--- config.mk ---
export PLATFORM = sky130hd
export DESIGN_NAME = cim_bus_receiver_flat
export DESIGN_NICKNAME = d
export VERILOG_FILES = /design/src/rtl/cim_bus_receiver_pkg.sv /design/src/rtl/cim_bus_receiver_if.sv /design/src/rtl/cim_bus_receiver_rx_word_buffer.sv /design/src/rtl/cim_bus_receiver.sv /design/src/flat_wrapper.sv
export SDC_FILE = /design/constraint.sdc
export NUM_CORES = 1
export LEC_CHECK = 0
export BUFFER_PORTS_ARGS = -buffer_cell sky130_fd_sc_hd__buf_2
export CAP_MARGIN = 20
export CELL_PAD_IN_SITES_DETAIL_PLACEMENT = 1
export CELL_PAD_IN_SITES_GLOBAL_PLACEMENT = 2
export CORE_MARGIN = 4
export CORE_UTILIZATION = 34
export CTS_BUF_LIST = sky130_fd_sc_hd__clkbuf_8
export DETAILED_ROUTE_END_ITERATION = 8
export PLACE_DENSITY = 0.92
export SYNTH_ARGS = -nofsm -noshare
export SYNTH_HDL_FRONTEND = slang
export SYNTH_SLANG_ARGS = --single-unit
--- constraint.sdc ---
create_clock -name clk -period 2.89 [get_ports clk]
set_input_delay 0.867 -clock clk [delete_from_list [all_inputs] [get_ports clk]]
set_output_delay 0.867 -clock clk [all_outputs]
set_load 0.005 [all_outputs]
--- src/rtl/cim_bus_receiver_pkg.sv ---
`default_nettype none
// ============================================================================
// Module   : cim_bus_receiver_pkg
// Brief    : Shared types for the CiM tile bus receiver: broadcast bus word,
//            op encoding, receiver FSM states and a word-count helper.
// Revision : 1.0 - initial release
// ============================================================================
package cim_bus_receiver_pkg;

  localparam int N_STORAGE    = 16;                 // bits per bus data word
  localparam int NUM_CIMS     = 60;                 // tiles on the shared bus
  localparam int BUS_OP_WIDTH = 3;
  localparam int CIM_ID_W     = $clog2(NUM_CIMS);   // target_or_sender width
  localparam int BUF_DEPTH    = 3;                  // words per DATA_STREAM_OP

  typedef enum logic [BUS_OP_WIDTH-1:0] {
    NOP                           = 3'd0,
    DATA_STREAM_START_OP          = 3'd1,
    DATA_STREAM_OP                = 3'd2,
    PATCH_LOAD_BROADCAST_START_OP = 3'd3,
    PATCH_LOAD_BROADCAST_OP       = 3'd4
  } bus_op_t;

  typedef logic [N_STORAGE-1:0]                word_t;
  typedef logic [BUF_DEPTH-1:0][N_STORAGE-1:0] word3_t;

  // Data words are signed on the bus but are carried here as raw bits.
  typedef struct packed {
    bus_op_t             op;
    word3_t              data;
    logic [CIM_ID_W-1:0] target_or_sender;
  } bus_t;

  typedef enum logic [1:0] {
    RX_IDLE         = 2'd0,
    RX_PARAM_STREAM = 2'd1,
    RX_PATCH_LOAD   = 2'd2
  } rx_state_t;

  // Number of words of the next instruction that still belong to the stream.
  function automatic logic [1:0] take_count(input word_t remaining);
    return (remaining > N_STORAGE'(BUF_DEPTH)) ? 2'(BUF_DEPTH) : remaining[1:0];
  endfunction

endpackage
`default_nettype wire

--- src/rtl/cim_bus_receiver_if.sv ---
`default_nettype none
// ============================================================================
// Module   : cim_bus_receiver_if
// Brief    : Shared broadcast bus. The master drives it, every tile listens.
// Revision : 1.0 - initial release
// ============================================================================
interface cim_bus_receiver_if;
  import cim_bus_receiver_pkg::*;

  bus_t pkt;

  modport master (output pkt);
  modport slave  (input  pkt);

endinterface
`default_nettype wire

--- src/rtl/cim_bus_receiver_rx_word_buffer.sv ---
`default_nettype none
// ============================================================================
// Module   : cim_bus_receiver_rx_word_buffer
// Brief    : 3-entry load/drain buffer. A load replaces the whole contents,
//            a drain pops one word per cycle from the head.
// Revision : 1.0 - initial release
// ============================================================================
module cim_bus_receiver_rx_word_buffer
  import cim_bus_receiver_pkg::*;
(
  input  logic       clk,
  input  logic       rst,
  input  logic       flush,       // discard everything
  input  logic       load,        // take load_words, valid count load_count
  input  word3_t     load_words,
  input  logic [1:0] load_count,  // 1..3 whenever load is high
  input  logic       drain,       // head word consumed this cycle
  output word_t      head,
  output logic [1:0] count,
  output logic       empty,
  output logic       last
);

  word3_t     words_q, words_d;
  logic [1:0] count_q, count_d;
  logic [1:0] rd_ptr_q, rd_ptr_d;

  // Load overrides drain: the caller only loads when at most the word being
  // drained this very cycle is left, so nothing valid is overwritten.
  always_comb begin
    words_d  = words_q;
    count_d  = count_q;
    rd_ptr_d = rd_ptr_q;
    if (flush) begin
      count_d  = 2'd0;
      rd_ptr_d = 2'd0;
    end else if (load) begin
      words_d  = load_words;
      count_d  = load_count;
      rd_ptr_d = 2'd0;
    end else if (drain && (count_q != 2'd0)) begin
      count_d  = count_q - 2'd1;
      rd_ptr_d = (count_q == 2'd1) ? 2'd0 : rd_ptr_q + 2'd1;
    end
  end

  // Buffer state register.
  always_ff @(posedge clk) begin
    if (rst) begin
      words_q  <= '0;
      count_q  <= 2'd0;
      rd_ptr_q <= 2'd0;
    end else begin
      words_q  <= words_d;
      count_q  <= count_d;
      rd_ptr_q <= rd_ptr_d;
    end
  end

  assign head  = words_q[rd_ptr_q];
  assign count = count_q;
  assign empty = (count_q == 2'd0);
  assign last  = (count_q == 2'd1);

endmodule
`default_nettype wire

--- src/rtl/cim_bus_receiver.sv ---
`default_nettype none
// ============================================================================
// Module   : cim_bus_receiver
// Brief    : Per-tile bus receiver. Serialises targeted parameter streams
//            into one-word-per-cycle parameter memory writes and keeps this
//            tile's patch out of the broadcast EEG sample stream.
//            Optional feature macro: BUS_RX_ERR_CHECK_EN (sticky rx_err port).
// Revision : 1.0 - initial release
// ============================================================================
module cim_bus_receiver
  import cim_bus_receiver_pkg::*;
#(
  parameter int CIM_ID       = 0,
  parameter int PATCH_LEN    = 64,
  parameter int NUM_SAMPLES  = 3840,
  parameter int PARAM_ADDR_W = 10,
  parameter int DATA_ADDR_W  = 10
) (
  input  logic                    clk,
  input  logic                    rst,
  cim_bus_receiver_if.slave       bus,
  output logic                    param_wr_en,
  output logic [PARAM_ADDR_W-1:0] param_wr_addr,
  output logic                    data_wr_en,
  output logic [DATA_ADDR_W-1:0]  data_wr_addr,
  output logic [N_STORAGE-1:0]    wr_data,
  output logic                    stream_done,
  output logic                    patch_done
`ifdef BUS_RX_ERR_CHECK_EN
  ,
  output logic                    rx_err
`endif
);

  localparam int          SAMPLE_W  = $clog2(NUM_SAMPLES);
  localparam logic [31:0] PATCH_LO  = 32'(CIM_ID * PATCH_LEN);
  localparam logic [31:0] C_PATCH_N = 32'(PATCH_LEN);

  bus_t pkt;
  assign pkt = bus.pkt;

  rx_state_t               state_q, state_d;
  logic [PARAM_ADDR_W-1:0] base_addr_q, base_addr_d;
  logic [PARAM_ADDR_W-1:0] offset_q, offset_d;
  word_t                   remaining_q, remaining_d;
  logic [SAMPLE_W-1:0]     sample_idx_q, sample_idx_d;
  logic                    data_wr_en_q, data_wr_en_d;
  logic [DATA_ADDR_W-1:0]  data_wr_addr_q, data_wr_addr_d;
  word_t                   patch_data_q, patch_data_d;
  logic                    stream_done_q, stream_done_d;
  logic                    patch_done_q, patch_done_d;

  logic       targeted;
  logic       is_start, is_ds, is_pstart, is_psample;
  logic       ds_in_stream, ds_accept;
  logic [1:0] take_n;
  logic [31:0] slot_off;
  logic       in_range;

  word_t      buf_head;
  logic [1:0] buf_count;
  logic       buf_empty, buf_last;

  // Op decode: parameter ops must name this tile, patch ops are broadcast.
  assign targeted     = (pkt.target_or_sender == CIM_ID_W'(CIM_ID));
  assign is_start     = (pkt.op == DATA_STREAM_START_OP) && targeted;
  assign is_ds        = (pkt.op == DATA_STREAM_OP) && targeted;
  assign is_pstart    = (pkt.op == PATCH_LOAD_BROADCAST_START_OP);
  assign is_psample   = (pkt.op == PATCH_LOAD_BROADCAST_OP) && (state_q == RX_PATCH_LOAD);
  assign ds_in_stream = is_ds && (state_q == RX_PARAM_STREAM);
  assign take_n       = take_count(remaining_q);
  // Accept only if at most the word being drained right now is left; once the
  // stream's word count is used up, further instructions carry nothing.
  assign ds_accept    = ds_in_stream && (buf_count <= 2'd1) && (remaining_q != '0);

  // Slot relative to this tile's patch; samples below the patch wrap high.
  assign slot_off = 32'(sample_idx_q) - PATCH_LO;
  assign in_range = (slot_off < C_PATCH_N);

  // The buffer only ever holds words while a parameter stream is running.
  assign param_wr_en   = !buf_empty;
  assign param_wr_addr = base_addr_q + offset_q;
  assign data_wr_en    = data_wr_en_q;
  assign data_wr_addr  = data_wr_addr_q;
  assign wr_data       = data_wr_en_q ? patch_data_q : (param_wr_en ? buf_head : '0);
  assign stream_done   = stream_done_q;
  assign patch_done    = patch_done_q;

  cim_bus_receiver_rx_word_buffer u_rx_word_buffer (
    .clk        (clk),
    .rst        (rst),
    .flush      (is_start || is_pstart),
    .load       (ds_accept),
    .load_words (pkt.data),
    .load_count (take_n),
    .drain      (param_wr_en),
    .head       (buf_head),
    .count      (buf_count),
    .empty      (buf_empty),
    .last       (buf_last)
  );

  // Next-state, stream bookkeeping and patch write generation.
  always_comb begin
    state_d        = state_q;
    base_addr_d    = base_addr_q;
    offset_d       = offset_q;
    remaining_d    = remaining_q;
    sample_idx_d   = sample_idx_q;
    data_wr_en_d   = 1'b0;
    data_wr_addr_d = '0;
    patch_data_d   = '0;
    stream_done_d  = 1'b0;
    patch_done_d   = data_wr_en_q && (data_wr_addr_q == DATA_ADDR_W'(PATCH_LEN - 1));

    if (is_pstart) begin
      state_d      = RX_PATCH_LOAD;
      sample_idx_d = '0;
      offset_d     = '0;
      remaining_d  = '0;
    end else if (is_start) begin
      base_addr_d = pkt.data[0][PARAM_ADDR_W-1:0];
      remaining_d = pkt.data[1];
      offset_d    = '0;
      if (pkt.data[1] == '0) begin
        state_d       = RX_IDLE;
        stream_done_d = 1'b1;
      end else begin
        state_d = RX_PARAM_STREAM;
      end
    end else begin
      if (param_wr_en) begin
        offset_d = offset_q + PARAM_ADDR_W'(1);
      end
      if (ds_accept) begin
        remaining_d = remaining_q - N_STORAGE'(take_n);
      end
      if (param_wr_en && buf_last && !ds_accept && (remaining_q == '0)) begin
        state_d       = RX_IDLE;
        stream_done_d = 1'b1;
      end
      if (is_psample) begin
        if (in_range) begin
          data_wr_en_d   = 1'b1;
          data_wr_addr_d = slot_off[DATA_ADDR_W-1:0];
          patch_data_d   = pkt.data[0];
        end
        sample_idx_d = sample_idx_q + SAMPLE_W'(1);
        if (sample_idx_q == SAMPLE_W'(NUM_SAMPLES - 1)) begin
          state_d = RX_IDLE;
        end
      end
    end
  end

  // State and output registers.
  always_ff @(posedge clk) begin
    if (rst) begin
      state_q        <= RX_IDLE;
      base_addr_q    <= '0;
      offset_q       <= '0;
      remaining_q    <= '0;
      sample_idx_q   <= '0;
      data_wr_en_q   <= 1'b0;
      data_wr_addr_q <= '0;
      patch_data_q   <= '0;
      stream_done_q  <= 1'b0;
      patch_done_q   <= 1'b0;
    end else begin
      state_q        <= state_d;
      base_addr_q    <= base_addr_d;
      offset_q       <= offset_d;
      remaining_q    <= remaining_d;
      sample_idx_q   <= sample_idx_d;
      data_wr_en_q   <= data_wr_en_d;
      data_wr_addr_q <= data_wr_addr_d;
      patch_data_q   <= patch_data_d;
      stream_done_q  <= stream_done_d;
      patch_done_q   <= patch_done_d;
    end
  end

`ifdef BUS_RX_ERR_CHECK_EN
  logic rx_err_q, rx_err_d;
  logic ds_overflow, ds_in_idle;

  assign ds_overflow = ds_in_stream && (buf_count > 2'd1);
  assign ds_in_idle  = is_ds && (state_q == RX_IDLE);
  assign rx_err      = rx_err_q;

  // Sticky error: overflowing instruction or stream word with no stream open.
  always_comb begin
    rx_err_d = rx_err_q | ds_overflow | ds_in_idle;
  end

  // Error flag register, cleared only by reset.
  always_ff @(posedge clk) begin
    if (rst) begin
      rx_err_q <= 1'b0;
    end else begin
      rx_err_q <= rx_err_d;
    end
  end
`endif

endmodule
`default_nettype wire

--- src/flat_wrapper.sv ---
// flat-port wrapper written by rule: the top's interface ports become plain ports
module cim_bus_receiver_flat import cim_bus_receiver_pkg::*;
#(
  parameter int CIM_ID       = 0,
  parameter int PATCH_LEN    = 64,
  parameter int NUM_SAMPLES  = 3840,
  parameter int PARAM_ADDR_W = 10,
  parameter int DATA_ADDR_W  = 10
)
  (clk, rst, param_wr_en, param_wr_addr, data_wr_en, data_wr_addr, wr_data, stream_done, patch_done, bus_pkt);
  cim_bus_receiver_if bus_i ();
  input  logic clk;
  input  logic rst;
  output logic param_wr_en;
  output logic [PARAM_ADDR_W-1:0] param_wr_addr;
  output logic data_wr_en;
  output logic [DATA_ADDR_W-1:0] data_wr_addr;
  output logic [N_STORAGE-1:0] wr_data;
  output logic stream_done;
  output logic patch_done;
  input wire logic [$bits(bus_i.pkt)-1:0] bus_pkt;
  assign bus_i.pkt = bus_pkt;
  cim_bus_receiver #(.CIM_ID(CIM_ID), .PATCH_LEN(PATCH_LEN), .NUM_SAMPLES(NUM_SAMPLES), .PARAM_ADDR_W(PARAM_ADDR_W), .DATA_ADDR_W(DATA_ADDR_W)) u_core (.clk(clk), .rst(rst), .bus(bus_i), .param_wr_en(param_wr_en), .param_wr_addr(param_wr_addr), .data_wr_en(data_wr_en), .data_wr_addr(data_wr_addr), .wr_data(wr_data), .stream_done(stream_done), .patch_done(patch_done));
endmodule
==> impl_metrics.ini <==
[synth]
netlist-cell-type-count = 56
synthSimpleGateAreaFrac = 0.2485
syn_area_mm2 = 0.005872
synthAdderAreaFrac = 0.03537
yosys.area_share.xor_xnor = 0.04475
ys_warn_count = 0
ys_seq_area_frac = 0.4466
synth_compound_area_frac = 0.1549
ys_seq_elements = 131
ys_async_sr_fraction = 0
muxShareOfSynthArea = 0.03239
synthCells = 706
syn_avg_cell_area_um2 = 8.317
synth_ff_type = dfxtp_1
synth_top_family_by_area = simple AND/OR/NAND/NOR gates
synth_edf_count = 0

[critical_path]
startpoint = u_core.offset_q[1]
reg2reg_to = u_core.u_rx_word_buffer.count[1]
cp-end-kind = output pin
worstReg2RegStart = u_core.remaining_q[11]
reg2regPathDepth = 7
crit_type = reg -> out
arrival_ns = 2.33
crit_chain = ha_4, a21oi_4, o211ai_1, or4_4, a41oi_2, o21bai_1, xnor2_1, buf_2
critPathCapture = param_wr_addr[9]
critPathLaunchType = flop
worstPathRequired_ns = 2.02
critical_path.slowest_cell = or4_4
crit_fanout = 3
slowest_delay_ns = 0.46
ff2ff_setup_slack_ns = 0.29

[global_routing]
grt_pass1_wl_mm = 28.83
antenna_found_initial = 0
grt_pass1_vias = 5611
grtUsageTotal = 0.1855
gr-total-overflow = 0
grt_max_degree = 61

[cts]
cts.reportedPaths.clkPinSlew_ns = 0.08
postCtsHoldBufs = 0
cts_max_level = 4
cts_tree = yes
cts.path.max_buffers = 2
root_buffer = clkbuf_8
cts_buffers = 17
cts.sink_count = 131
clk-insertion-delay-late_ns = 0.46

[pwr]
ir_drop_mv = 0.3513
switching_share = 0.2534
p_clk_frac = 0.425
p_comb_frac = 0.059
p_seq_frac = 0.516
p_int_uw = 2635
p_switching_uw = 894.5
cellPowerDensity_mw_per_mm2 = 480.1
power_leakage_uw = 0.002804

[place]
placed_area_mm2 = 0.006690
io_buffers = 98
globalplace.congestion = 0.8422
placedCellCount = 1012
place.detailed.hpwl_mm = 12.78
dp_slack_ns = -0.07314

[cells_and_area]
register_area_mm2 = 0.002640
diodes = 0
layout_commonest_cell = nand2_1
layout-drive-gt1-share = 0.2515
nets = 901
design_area_mm2 = 0.007352
multi_input_area_mm2 = 0.003196
final_cell_mix = 158 x nand2_1, 121 x dfxtp_1, 98 x buf_2
layoutNonFillerInstCount = 1059
fill_cells = 2056
syn2layout_area_growth_pct = 25.21

[sta]
layout_setup_ws_ns = -0.3095
rsz0062_at_grt = true
worst_clock_skew_ns = 0.01074
fmax_mhz = 312.5
holdWs_ns = 0.4568
fin_crit_sh = 1.107
max_slew_margin = 0.5591
finalHoldViolations = 0
final_max_slew_viol_count = 0
setup_viol_count_final = 5
fin_setup_tns_ns = -1.316
tightest_slew_ns = 0.6614
period_minus_slack_ns = 3.200

[die]
die_x_um = 139.4
num_rows = 47
boundaryPins = 99
core_area_mm2 = 0.01676
die-area_mm2 = 0.01944
fp.dieH_um = 139.4
start_util = 0.3504

[drt]
via_count = 5431
drcViolationCount = 0
drtPass1Iterations = 4
drt_first_iter_violations = 289
ant_nets = 0
routed_wirelength_mm = 18.48
wl_per_cell_um = 17.45
via_per_inst = 5.128

[outcome]
violations = negative setup slack
status = finished with violations

[flow_run]
maxCapViolCount = 0

[min_path]
hold_class = reg -> reg
[cells in the mapped netlist, types with 7 or more instances]
cell / instances / area (µm²)
o21ai_0: 23 / 115.1
ha_1: 15 / 187.7
or3_1: 7 / 43.79
a21oi_1: 76 / 380.4
inv_1: 12 / 45.04
nand3_1: 13 / 65.06
nand2b_1: 9 / 56.30
xor2_1: 15 / 131.4
a22o_1: 16 / 140.1
mux2i_1: 19 / 190.2
nor2_1: 39 / 146.4
nor4_1: 7 / 43.79
nand2_1: 158 / 593.1
nor3_1: 11 / 55.05
clkbuf_1: 30 / 112.6
and2_1: 22 / 137.6
xnor2_1: 15 / 131.4
dfxtp_1: 131 / 2623
nand4_1: 9 / 56.30
[sequential cells by signal, indices dropped and copies added, names as in the netlist]
register                          flops
u_core.u_rx_word_buffer.rd_ptr_q      2
u_core.data_wr_addr                  10
u_core.state_q                        2
u_core.base_addr_q                   10
u_core.data_wr_en                     1
u_core.stream_done                    1
u_core.sample_idx_q                  12
u_core.offset_q                      10
u_core.remaining_q                   16
u_core.patch_data_q                  16
u_core.u_rx_word_buffer.count         2
u_core.u_rx_word_buffer.words_q      48
u_core.patch_done                     1
[critical path, delay by kind of cell, from the launching register on]
family                   cells  cell delay [ns]
AO/OA/AOI/OAI                4             0.54
XOR/XNOR                     1             0.14
adder cells (fa/ha/maj)      1             0.22
buffers and inverters        1             0.12
flip-flops                   1             0.38
AND/OR/NAND/NOR              1             0.46
[cell type report]
cell class              instances  share of cell area
clock buffers                  20             0.03744
clock inverters                12             0.01447
multi-input cells             526              0.4346
flip-flops and latches        131              0.3591
inverters                      12            0.006127
repair buffers                138              0.1108
well taps                     220             0.03744
[cell families (layout without fill, tap and decap cells)]
group	after synthesis	in the layout
other	1	4
multiplexers	19	19
adder cells (fa/ha/maj)	16	16
flip-flops	131	131
XOR/XNOR	30	30
AND/OR/NAND/NOR	307	307
buffers and inverters	52	182
AO/OA/AOI/OAI	150	150
[layer usage]
layer	share of wire	routed length (µm)	track usage
met1	0.45	8245	0.2380
met4	0.014	265	0.05458
met2	0.49	9115	0.3104
met3	0.046	852	0.04528
met5	0	0	0
[per-stage QoR]
step | utilization | power [µW]
CTS | 0.4325 | 3575
detailed placement | 0.3992 | 2070
floorplan | - | 1955
finish | 0.4387 | 3530
global placement | 0.3992 | 2067
global route | 0.4387 | 3681
[worst min path at each step]
stage / startpoint / to / slack [ns] / depth (start not counted)
6_report: u_core.u_rx_word_buffer.words_q[5] / u_core.u_rx_word_buffer.words_q[5] / 0.46 / 2
4_1_cts: u_core.u_rx_word_buffer.words_q[5] / u_core.u_rx_word_buffer.words_q[5] / 0.46 / 2
5_1_grt: u_core.u_rx_word_buffer.words_q[46] / u_core.u_rx_word_buffer.words_q[46] / 0.47 / 2
3_3_place_gp: u_core.u_rx_word_buffer.words_q[1] / u_core.u_rx_word_buffer.words_q[1] / 0.44 / 2
2_1_floorplan: u_core.u_rx_word_buffer.words_q[0] / u_core.u_rx_word_buffer.words_q[0] / 0.44 / 2
3_5_place_dp: u_core.u_rx_word_buffer.words_q[5] / u_core.u_rx_word_buffer.words_q[5] / 0.45 / 2
[what timing repair did]
item | CTS | global route
pin swaps | 9 | 15
endpoints found under the setup margin | 20 | 9
gates resized for setup | 26 | 14
hold endpoints to repair | 0 | 0
setup buffers | 10 | 9
[power groups by stage]
stage / clock [µW] / sequential (µW) / combinational (µW)
6_report: 1500 / 1820 / 208
5_1_grt: 1630 / 1820 / 229
4_1_cts: 1540 / 1820 / 210
3_5_place_dp: 0 / 1860 / 207
3_3_place_gp: 0 / 1860 / 206
2_1_floorplan: 0 / 1860 / 91.5
Note: power is estimated with default switching activity, not from simulation.
